==> src/rtl/nibble_dp_scheduler.sv <==
// Round-robin scheduler that shares one 4-bit datapath between requesters A and B,
// issuing one nibble per transaction and returning the result (or a timeout error).
module nibble_dp_scheduler #(
  parameter int unsigned DW      = 4,
  parameter int unsigned TIMEOUT = 15,
  parameter int unsigned CW      = 4
) (
  input  logic          clk,
  input  logic          rst,
  input  logic          req_a,
  input  logic [DW-1:0] data_a,
  output logic          gnt_a,
  input  logic          req_b,
  input  logic [DW-1:0] data_b,
  output logic          gnt_b,
  output logic          dp_in_valid,
  output logic [DW-1:0] dp_in,
  input  logic          dp_out_valid,
  input  logic [DW-1:0] dp_out,
  output logic          resp_valid,
  output logic          resp_id,
  output logic [DW-1:0] resp_data,
  output logic          resp_err,
  output logic          busy
);

  typedef enum logic [1:0] {
    S_IDLE,
    S_ISSUE,
    S_WAIT,
    S_RESP
  } state_e;

  state_e        state_q, state_d;
  logic [CW-1:0] cnt_q, cnt_d;
  logic          last_id_q, last_id_d;
  logic          id_q, id_d;

  logic          gnt_a_q, gnt_a_d;
  logic          gnt_b_q, gnt_b_d;
  logic          dp_in_valid_q, dp_in_valid_d;
  logic [DW-1:0] dp_in_q, dp_in_d;
  logic          resp_valid_q, resp_valid_d;
  logic          resp_id_q, resp_id_d;
  logic [DW-1:0] resp_data_q, resp_data_d;
  logic          resp_err_q, resp_err_d;
  logic          busy_q, busy_d;

  logic          win_b;

  // B wins when it is alone, or when both request and A was served last.
  assign win_b = req_b && (!req_a || !last_id_q);

  always_comb begin
    state_d       = state_q;
    cnt_d         = cnt_q;
    last_id_d     = last_id_q;
    id_d          = id_q;
    gnt_a_d       = 1'b0;
    gnt_b_d       = 1'b0;
    dp_in_valid_d = 1'b0;
    dp_in_d       = '0;
    resp_valid_d  = 1'b0;
    resp_id_d     = 1'b0;
    resp_data_d   = '0;
    resp_err_d    = 1'b0;

    // Outputs are registered, so each one is decoded from the state being entered.
    unique case (state_q)
      S_IDLE: begin
        if (req_a || req_b) begin
          state_d       = S_ISSUE;
          id_d          = win_b;
          last_id_d     = win_b;
          gnt_a_d       = !win_b;
          gnt_b_d       = win_b;
          dp_in_valid_d = 1'b1;
          dp_in_d       = win_b ? data_b : data_a;
        end
      end
      S_ISSUE: begin
        cnt_d   = '0;
        state_d = S_WAIT;
      end
      S_WAIT: begin
        if (dp_out_valid) begin
          state_d      = S_RESP;
          resp_valid_d = 1'b1;
          resp_id_d    = id_q;
          resp_data_d  = dp_out;
          resp_err_d   = 1'b0;
        end else if (cnt_q == CW'(TIMEOUT - 1)) begin
          state_d      = S_RESP;
          resp_valid_d = 1'b1;
          resp_id_d    = id_q;
          resp_data_d  = '0;
          resp_err_d   = 1'b1;
        end else begin
          cnt_d = cnt_q + 1'b1;
        end
      end
      S_RESP: begin
        state_d = S_IDLE;
      end
      default: begin
        state_d = S_IDLE;
      end
    endcase

    busy_d = (state_d != S_IDLE);
  end

  always_ff @(posedge clk or posedge rst) begin
    if (rst) begin
      state_q       <= S_IDLE;
      cnt_q         <= '0;
      last_id_q     <= 1'b1;
      id_q          <= 1'b0;
      gnt_a_q       <= 1'b0;
      gnt_b_q       <= 1'b0;
      dp_in_valid_q <= 1'b0;
      dp_in_q       <= '0;
      resp_valid_q  <= 1'b0;
      resp_id_q     <= 1'b0;
      resp_data_q   <= '0;
      resp_err_q    <= 1'b0;
      busy_q        <= 1'b0;
    end else begin
      state_q       <= state_d;
      cnt_q         <= cnt_d;
      last_id_q     <= last_id_d;
      id_q          <= id_d;
      gnt_a_q       <= gnt_a_d;
      gnt_b_q       <= gnt_b_d;
      dp_in_valid_q <= dp_in_valid_d;
      dp_in_q       <= dp_in_d;
      resp_valid_q  <= resp_valid_d;
      resp_id_q     <= resp_id_d;
      resp_data_q   <= resp_data_d;
      resp_err_q    <= resp_err_d;
      busy_q        <= busy_d;
    end
  end

  assign gnt_a       = gnt_a_q;
  assign gnt_b       = gnt_b_q;
  assign dp_in_valid = dp_in_valid_q;
  assign dp_in       = dp_in_q;
  assign resp_valid  = resp_valid_q;
  assign resp_id     = resp_id_q;
  assign resp_data   = resp_data_q;
  assign resp_err    = resp_err_q;
  assign busy        = busy_q;

endmodule

==> config.mk <==
export PLATFORM = sky130hd
export DESIGN_NAME = nibble_dp_scheduler
export DESIGN_NICKNAME = d
export VERILOG_FILES = /design/src/rtl/nibble_dp_scheduler.sv
export SDC_FILE = /design/constraint.sdc
export NUM_CORES = 1
export LEC_CHECK = 0
export ABC_AREA = 1
export BUFFER_PORTS_ARGS = -buffer_cell sky130_fd_sc_hd__buf_2
export CAP_MARGIN = 0
export CORE_ASPECT_RATIO = 0.9
export CORE_MARGIN = 10
export CORE_UTILIZATION = 40
export DETAILED_ROUTE_END_ITERATION = 16
export PLACE_DENSITY = 0.74
export SLEW_MARGIN = 25
export SYNTH_ARGS = -nofsm -noshare
export SYNTH_HDL_FRONTEND = slang
export SYNTH_SLANG_ARGS = --single-unit
==> constraint.sdc <==
create_clock -name clk -period 1.39 [get_ports clk]
set_clock_uncertainty 0.15 [all_clocks]
set_input_delay 0.278 -clock clk [delete_from_list [all_inputs] [get_ports clk]]
set_output_delay 0.278 -clock clk [all_outputs]
set_load 0.05 [all_outputs]
==> results.ini, run 1 <==
[yosys]
synth-xor-area-share=0
syn_inst=107
synthAdderAreaFrac=0.0635
ys_types=16
synthesis.area_um2=985
syn_nets=129
synth.avg_cell_area_um2=9.20
synth_warnings=0
synth-compound-area-share=0.0407
synth-seq-cells=23
yosysTopAreaCell=dfrtp_1
yosys.area_share.simple=0.234
synth.top_cell.area_share=0.559
yosysSeqAreaShare=0.586
synth.area.top_cells=dfrtp_1, nor2_1, inv_1
synth_top_family_by_area=simple AND/OR/NAND/NOR gates
muxShareOfSynthArea=0

[clock_network]
cts.htree.levels=1
cts.sinks=23
cts_tree=built
numCtsBuffers=3
cts.clk_slew.worst_paths_ns=0.12
cts.path.max_buffers=2
cts-root-buf=clkbuf_4
insertion_delay_ns=0.30

[critical_path]
cp_top_family=flip-flops
path_class=flop to primary output
crit_path_top_delay_cell=dfrtp_1
crit_path_max_fanout=1
worstPathCellList=buf_2
r2r_slack_ns=0.05
critPathRequiredTime_ns=0.96
r2r-start=state_q[1]$_DFF_PP0_
arrival_ns=0.91
slowest_delay_ns=0.35
start_kind=flop
critPathBufInv=1
crit_start=dp_in_valid$_DFF_PP0_
crit_path_end_kind=primary output

[route]
wl_per_cell_um=12.2
ant_nets=0
vias=822
drc=0
routed_wl_um=2160
dr.pass1.iters=4
drt_iter0_markers=48
avgViaCountPerCell=4.64

[global_route]
grt_pass1_wl_um=3470
grt_max_degree=24
antenna_found_initial=0
grt_use_total=0.0875
first_global_vias=826
grt-ovfl-total=0

[timing]
tightestPinTransition_ns=0.277
min_period_ns=1.34
setup_viol=0
finalHoldViolCount=0
period_share=0.964
relSlewSlack=0.815
drv_slew=0
rsz0062_at_grt=yes
timing.hold.ws_ns=0.0225
max_freq_mhz=746

[layout]
drive_above_1_share=0.367
fillers=194
antenna_cells=0
final_util=0.582
layout_commonest_cell=buf_2
final_cell_mix=buf_2, dfrtp_1, nor2_1, inv_1, nand2_1
final_nets=173
syn2layout_area_growth_pct=33.8

[floorplan]
dieArea_mm2=0.00485
rows=16
die_h_um=67.1
ios=32
start_util=0.435
core_mm2=0.00226
die_w_um=72.3

[placed_design]
gp_congestion=0.808
numPortBuffers=31
hpwl_um=1660

[min_path]
holdCritPathClass=primary input to flop
hp-start=dp_out[2]

[run]
maxCapViolCount=0

[power_and_ir_drop]
peakVddDrop_mv=1.18
power.density_mw_per_mm2=1950
power_leakage_nw=0.744

[status]
outcome=finished, final reports clean

worst min-delay path, delay by kind of cell:
family,cells,cell delay (ns)
buffers and inverters,2,0.13
AND/OR/NAND/NOR,1,0.04
per-stage QoR:
step	TNS, ns	worst slack, ns	std cells	instance area [um^2]	total power, mW
2_1_floorplan	0	0.0708	107	985	1.80
3_3_place_gp	0	0.0457	167	1190	2.05
3_5_place_dp	-0.0221	-0.00985	167	1190	2.08
4_1_cts	0	0.00103	172	1230	2.39
5_1_grt	-0.161	-0.0446	177	1320	2.78
6_report	0	0.0497	177	1320	2.57
path summary, 6_finish.rpt:
kind | end | depth (start not counted)
min | resp_data[2]$_DFF_PP0_ | 3
max in group asynchronous | last_id_q$_DFFE_PP1P_ | 4
max reg2reg | dp_in[3]$_DFF_PP0_ | 6
max | dp_in_valid | 1
min in group asynchronous | dp_in[3]$_DFF_PP0_ | 4
min reg2reg | last_id_q$_DFFE_PP1P_ | 2
cell type report:
cell class,instances,area [um^2],share of cell area
Multi-Input combinational cell,64,370,0.281
Clock buffer,3,22.5,0.0171
Timing Repair Buffer,39,233,0.177
Inverter,20,75.1,0.0570
Clock inverter,1,5.00,0.00380
Sequential cell,23,578,0.439
Tap cell,27,33.8,0.0256
timing repair:
| item | CTS | global route |
|---|---|---|
| pin swaps | 1 | 6 |
| hold buffers | 1 | 2 |
| resized for setup | 1 | 17 |
| endpoints found under the setup margin | 7 | 16 |
| buffers inserted | 0 | 3 |
| hold endpoints to repair | 22 | 2 |
cell usage after synthesis:
cell type	instances
a21oi_1	1
nand3_1	8
nand3_2	1
nor2_1	20
dfstp_2	1
o21ai_0	5
ha_1	5
dfrtp_1	22
o21ai_1	2
nand2_1	17
inv_2	2
nor2_4	1
nor2_2	1
nand2_4	1
inv_1	18
nand4_1	2
where the power goes:
group	internal, mW	leakage (nW)	total [mW]	switching [mW]
combinational	0.430	0.427	1.31	0.881
sequential	0.871	0.299	0.963	0.0923
clock	0.107	0.0177	0.295	0.188
cell families (layout without fill, tap and decap cells):
family / after synthesis / in the layout
and+or+nand+nor: 51 / 51
DFF: 23 / 23
buffers and inverters: 20 / 63
adders and majority gates: 5 / 5
AOI/OAI and AO/OA: 8 / 8
metal layers:
layer | track usage | up-vias | share of wire
li1 | - | 416 | -
met1 | 0.0877 | 384 | 0.38
met2 | 0.159 | 22 | 0.52
met3 | 0.0504 | 0 | 0.10
met4 | 0.00725 | 0 | 0
met5 | 0 | - | 0
flip-flops by register name (all words and copies together) (netlist names):
name	count
cnt_q	4
dp_in	4
resp_data	4
state_q	2
busy	1
dp_in_valid	1
gnt_a	1
gnt_b	1
id_q	1
last_id_q	1
resp_err	1
resp_id	1
resp_valid	1
Note: power is estimated with default switching activity, not from simulation.
==> inputs of run 2 (changes only) <==
==> constraint.sdc (replaced) <==
create_clock -name clk -period 1.2 [get_ports clk]
set_clock_uncertainty 0.15 [all_clocks]
set_input_delay 0.24 -clock clk [delete_from_list [all_inputs] [get_ports clk]]
set_output_delay 0.24 -clock clk [all_outputs]
set_load 0.05 [all_outputs]
==> run 2 against run 1 <==
Against the previous run:
- critical path type is now flop to flop
- combinational power up 50%
- clock power rose by 21%
- power up 35%
- via count is 7.9% higher
- die area stayed put
- core utilization up 11 points
- setup slack worse by 0.21 ns
- the run now ends with negative setup slack left
- final cell count is 8.5% higher
==> results.ini, run 2 (synthesis gave the netlist of run 1 again) <==
[timing]
finalHoldViolCount=0
period_share=1.14
rsz0062_at_grt=yes
drv_slew=0
setup_viol=36
tns_ns=-2.64
max_freq_mhz=733
timing.hold.ws_ns=0.0141
tightestPinTransition_ns=0.225
min_period_ns=1.36
relSlewSlack=0.850
setup_ws_ns=-0.165

[critical_path]
worstPathCellList=buf_6 > ha_4 > inv_4 > nor2_4 > nand2_4 > nand2_2 > nand2_1 > nand2_1
crit_path_frequent_cell=nand2_1
start_kind=flop
path_class=flop to flop
slowest_delay_ns=0.42
critPathRequiredTime_ns=1.27
crit_path_max_fanout=8
crit_path_top_delay_cell=dfrtp_1
crit_path_end_kind=flop
arrival_ns=1.43

[power_and_ir_drop]
peakVddDrop_mv=1.42
netSwitchingPower_mw=1.49
total_power_mw=3.46
power.density_mw_per_mm2=2230
swShare=0.432
p_int_mw=1.97
power_frac_comb=0.566
p_clk_frac=0.103
power_leakage_nw=0.841
seqPwrFrac=0.331

[floorplan]
rows=16
core_mm2=0.00226
die_w_um=72.3
ios=32
dieArea_mm2=0.00485
start_util=0.435
die_h_um=67.1

[run]
maxCapViolCount=0

[global_route]
use_met2=0.199
use_met3=0.0415
antenna_found_initial=0
gr-max-usage-layer=met2
grt_max_degree=14
grt_use_total=0.107
met1_usage=0.102
first_global_vias=916
grt-ovfl-total=0
grt_pass1_wl_um=4120

[layout]
final_util=0.688
antenna_cells=0
final_nets=188
fillers=153
syn2layout_area_growth_pct=57.9
final_cells=192
drive_above_1_share=0.424
layout_commonest_cell=dfrtp_1
final_area_mm2=0.00156
final_cell_mix=dfrtp_1, nor2_1, buf_6, buf_2

[clock_network]
cts_tree=built
numCtsBuffers=3
cts.path.max_buffers=2
cts.clk_slew.worst_paths_ns=0.12
cts.sinks=23
cts.htree.levels=1
insertion_delay_ns=0.31
cts-root-buf=clkbuf_4

[route]
dr.pass1.iters=4
ant_nets=0
vias=887
routed_wl_um=2560
wl_per_cell_um=13.3
drc=0
avgViaCountPerCell=4.62
drt_iter0_markers=41

[placed_design]
hpwl_um=1810
place_area_mm2=0.00124
numPortBuffers=31
dp.cells=172
dp_slack_ns=-0.138
gp_congestion=0.716

[status]
failed_checks=negative setup slack
outcome=finished with violations

[min_path]
holdCritPathClass=primary input to flop

run 2: cell count changes in the layout (fill, tap and decap cells not counted), moves of 2 or more:
| cell | delta |
|---|---|
| dlygate4sd3_1 | +5 |
| buf_2 | -11 |
| nor2_1 | -3 |
| inv_1 | -2 |
| clkbuf_4 | -4 |
| buf_6 | +17 |
| inv_4 | +2 |
| buf_4 | +8 |
| nor2_2 | +3 |
run 2: what timing repair did:
| item | in CTS | in global routing |
|---|---|---|
| setup endpoints to repair | 36 | 37 |
| hold endpoints to repair | 30 | 0 |
| hold buffers | 8 | 0 |
| resized for setup | 38 | 6 |
| pin swaps | 5 | 5 |
| buffers inserted | 7 | 1 |
run 2: critical path, delay by kind of cell, from the launching register on:
family                     cells  cell delay, ns
buffers and inverters          2            0.20
DFF                            1            0.42
and+or+nand+nor                5            0.32
adders and majority gates      1            0.17
run 2: final timing paths:
kind	from	end	slack (ns)	cells past startpoint
min in group asynchronous	rst	dp_in_valid$_DFF_PP0_	0.22	3
max in group asynchronous	rst	dp_in[1]$_DFF_PP0_	0.27	4
min reg2reg	last_id_q$_DFFE_PP1P_	last_id_q$_DFFE_PP1P_	0.33	2
max reg2reg	state_q[1]$_DFF_PP0_	cnt_q[2]$_DFFE_PP0P_	-0.16	8
min	data_b[2]	dp_in[2]$_DFF_PP0_	0.01	3
max	state_q[1]$_DFF_PP0_	cnt_q[2]$_DFFE_PP0P_	-0.16	8
run 2: layout make-up:
class / count / area [um^2] / share of cell area
clock buffers: 3 / 22.5 / 0.0145
well taps: 27 / 33.8 / 0.0217
repair buffers: 54 / 449 / 0.289
multi-input cells: 64 / 388 / 0.249
inverters: 20 / 80.1 / 0.0515
clock inverters: 1 / 5.00 / 0.00322
flip-flops and latches: 23 / 577 / 0.371
run 2: power by group through the flow:
stage	combinational (mW)	sequential (mW)	clock [mW]
6_report	1.96	1.15	0.357
5_1_grt	2.13	1.17	0.391
4_1_cts	1.89	1.13	0.375
3_5_place_dp	1.42	1.13	0
3_3_place_gp	1.37	1.12	0
2_1_floorplan	0.593	1.56	0
run 2: per-layer routing:
layer	routed length, um	vias to the layer above	share of wire
met5	0	-	0
met4	34	0	0.013
met3	173	2	0.068
met2	1410	24	0.55
met1	944	420	0.37
li1	-	441	-
==> inputs of run 3 (changes only) <==
--- a/config.mk
+++ b/config.mk
@@ -13,7 +13,6 @@
 export CORE_UTILIZATION = 40
 export DETAILED_ROUTE_END_ITERATION = 16
 export PLACE_DENSITY = 0.74
-export SLEW_MARGIN = 25
 export SYNTH_ARGS = -nofsm -noshare
 export SYNTH_HDL_FRONTEND = slang
 export SYNTH_SLANG_ARGS = --single-unit
==> constraint.sdc (replaced) <==
create_clock -name clk -period 1.2 [get_ports clk]
set_clock_uncertainty 0.15 [all_clocks]
set_input_delay 0.06 -clock clk [delete_from_list [all_inputs] [get_ports clk]]
set_output_delay 0.06 -clock clk [all_outputs]
set_load 0.05 [all_outputs]
==> run 3 against run 2 <==
Against the previous run:
- the flow still finishes with violations (negative setup slack)
- maximum frequency shrank 2.9%
- design area shrank 0.24%
- routed wire length grew 7.5%
- largest cell class unchanged
==> results.ini, run 3 (synthesis gave the netlist of run 1 again) <==
[global_route]
grt_pass1_wl_um=4120
first_global_vias=911
grt_max_degree=24
grt-ovfl-total=0
antenna_found_initial=0
grt_use_total=0.106

[critical_path]
critPathRequiredTime_ns=1.31
arrival_ns=1.52
cp_top_family=flip-flops
crit_path_top_delay_cell=dfrtp_1
crit_path_max_fanout=8
path_class=flop to flop
slowest_delay_ns=0.44
critPathBufInv=2
worstPathCellList=inv_2 > ha_4 > inv_4 > nor2_4 > o21ai_1 > nor2_1
crit_path_end_kind=flop
start_kind=flop

[timing]
tightestPinTransition_ns=0.293
rsz0062_at_grt=yes
period_share=1.17
setup_viol=20
finalHoldViolCount=0
setup_ws_ns=-0.205
relSlewSlack=0.805
timing.hold.ws_ns=0.145
min_period_ns=1.41
max_freq_mhz=712
drv_slew=0

[power_and_ir_drop]
peakVddDrop_mv=1.23
power_leakage_nw=0.828
power.density_mw_per_mm2=2120

[floorplan]
ios=32
dieArea_mm2=0.00485
die_w_um=72.3
rows=16
die_h_um=67.1
start_util=0.435
core_mm2=0.00226

[clock_network]
numCtsBuffers=3
cts.htree.levels=1
cts_tree=built
cts.sinks=23
cts-root-buf=clkbuf_4
insertion_delay_ns=0.33
cts.clk_slew.worst_paths_ns=0.14
cts.path.max_buffers=2

[status]
outcome=finished with violations
failed_checks=negative setup slack

[layout]
layout_commonest_cell=buf_2
seqCellArea_um2=577
multiInputGateArea_um2=447
syn2layout_area_growth_pct=57.6
fillers=158
final_cells=194
antenna_cells=0
final_nets=190
final_cell_mix=buf_2, dfrtp_1, dlygate4sd3_1, inv_1, nor2_1
drive_above_1_share=0.437
final_area_mm2=0.00155

[route]
routed_wl_um=2750
drc=0
wl_per_cell_um=14.2
vias=902
dr.pass1.iters=7
avgViaCountPerCell=4.65
ant_nets=0
drt_iter0_markers=43

[placed_design]
hpwl_um=1690
numPortBuffers=31
place_area_mm2=0.00124
dp.cells=171
gp_congestion=0.719

[run]
maxCapViolCount=0

[min_path]
holdCritPathClass=primary input to asynchronous set/reset pin

==> run 3: cell count changes in the layout (fill, tap and decap cells not counted), moves of 2 or more <==
cell           previous run  this run
dlygate4sd3_1             8        16
nor2_1                   17        14
o21ai_2                   0         2
buf_2                    16        31
nand3_2                   2         4
buf_4                    13         8
o21ai_1                   6         4
nor2_4                    2         6
nand3_1                   7         5
buf_6                    17         1
==> run 3: worst reg2reg max path: stages, from the launching register on <==
cell and delay (ns):
dfrtp_1 0.44, inv_2 0.10, ha_4 0.15, inv_4 0.04, nor2_4 0.20, o21ai_1 0.14, nor2_1 0.13
==> run 3: path summary, 6_finish.rpt <==
| kind | startpoint | endpoint | slack [ns] | cells after the start |
|---|---|---|---|---|
| max in group asynchronous | rst | last_id_q$_DFFE_PP1P_ | 0.48 | 4 |
| hold reg to reg | last_id_q$_DFFE_PP1P_ | last_id_q$_DFFE_PP1P_ | 0.33 | 2 |
| hold / removal | rst | resp_data[3]$_DFF_PP0_ | 0.14 | 4 |
| setup / recovery | state_q[1]$_DFF_PP0_ | dp_in[1]$_DFF_PP0_ | -0.21 | 6 |
| setup reg to reg | state_q[1]$_DFF_PP0_ | dp_in[1]$_DFF_PP0_ | -0.21 | 6 |
| min in group clk | last_id_q$_DFFE_PP1P_ | last_id_q$_DFFE_PP1P_ | 0.33 | 2 |
==> run 3: stage by stage <==
stage | power, mW | utilization | TNS, ns | setup slack, ns
3_5_place_dp | 2.54 | 0.546 | -1.29 | -0.119
2_1_floorplan | 2.15 | - | -0.142 | -0.0406
5_1_grt | 3.48 | 0.686 | -3.20 | -0.267
6_report | 3.28 | 0.686 | -1.89 | -0.205
3_3_place_gp | 2.49 | 0.546 | -0.624 | -0.0581
4_1_cts | 3.10 | 0.648 | -1.24 | -0.123
==> run 3: area by class of cell <==
class | count | area share
timing repair buffer | 56 | 0.249
sequential | 23 | 0.372
inverter | 20 | 0.0516
multi-input combinational | 64 | 0.288
clock buffer | 3 | 0.0145
tap | 27 | 0.0218
clock inverter | 1 | 0.00323
==> run 3: repair_timing <==
item                                    4_1_cts  5_1_grt
hold buffers                                 16        0
pin swaps                                     6        8
gates resized for setup                       9       18
endpoints found under the setup margin       21       22
cloned                                        0        0
setup buffers                                 1        2
endpoints found under the hold margin        39        0
==> run 3: layer usage <==
| metal | GRT usage | vias up | routed length [um] |
|---|---|---|---|
| met5 | 0 | - | 0 |
| met4 | 0.0652 | 0 | 56 |
| met3 | 0.0237 | 5 | 140 |
| met2 | 0.186 | 21 | 1470 |
| met1 | 0.115 | 429 | 1080 |
| li1 | - | 447 | - |
==> run 3: power breakdown <==
group	switching (mW)	internal [mW]	total [mW]
Clock	0.253	0.125	0.378
Sequential	0.120	1.01	1.13
Combinational	1.16	0.617	1.78
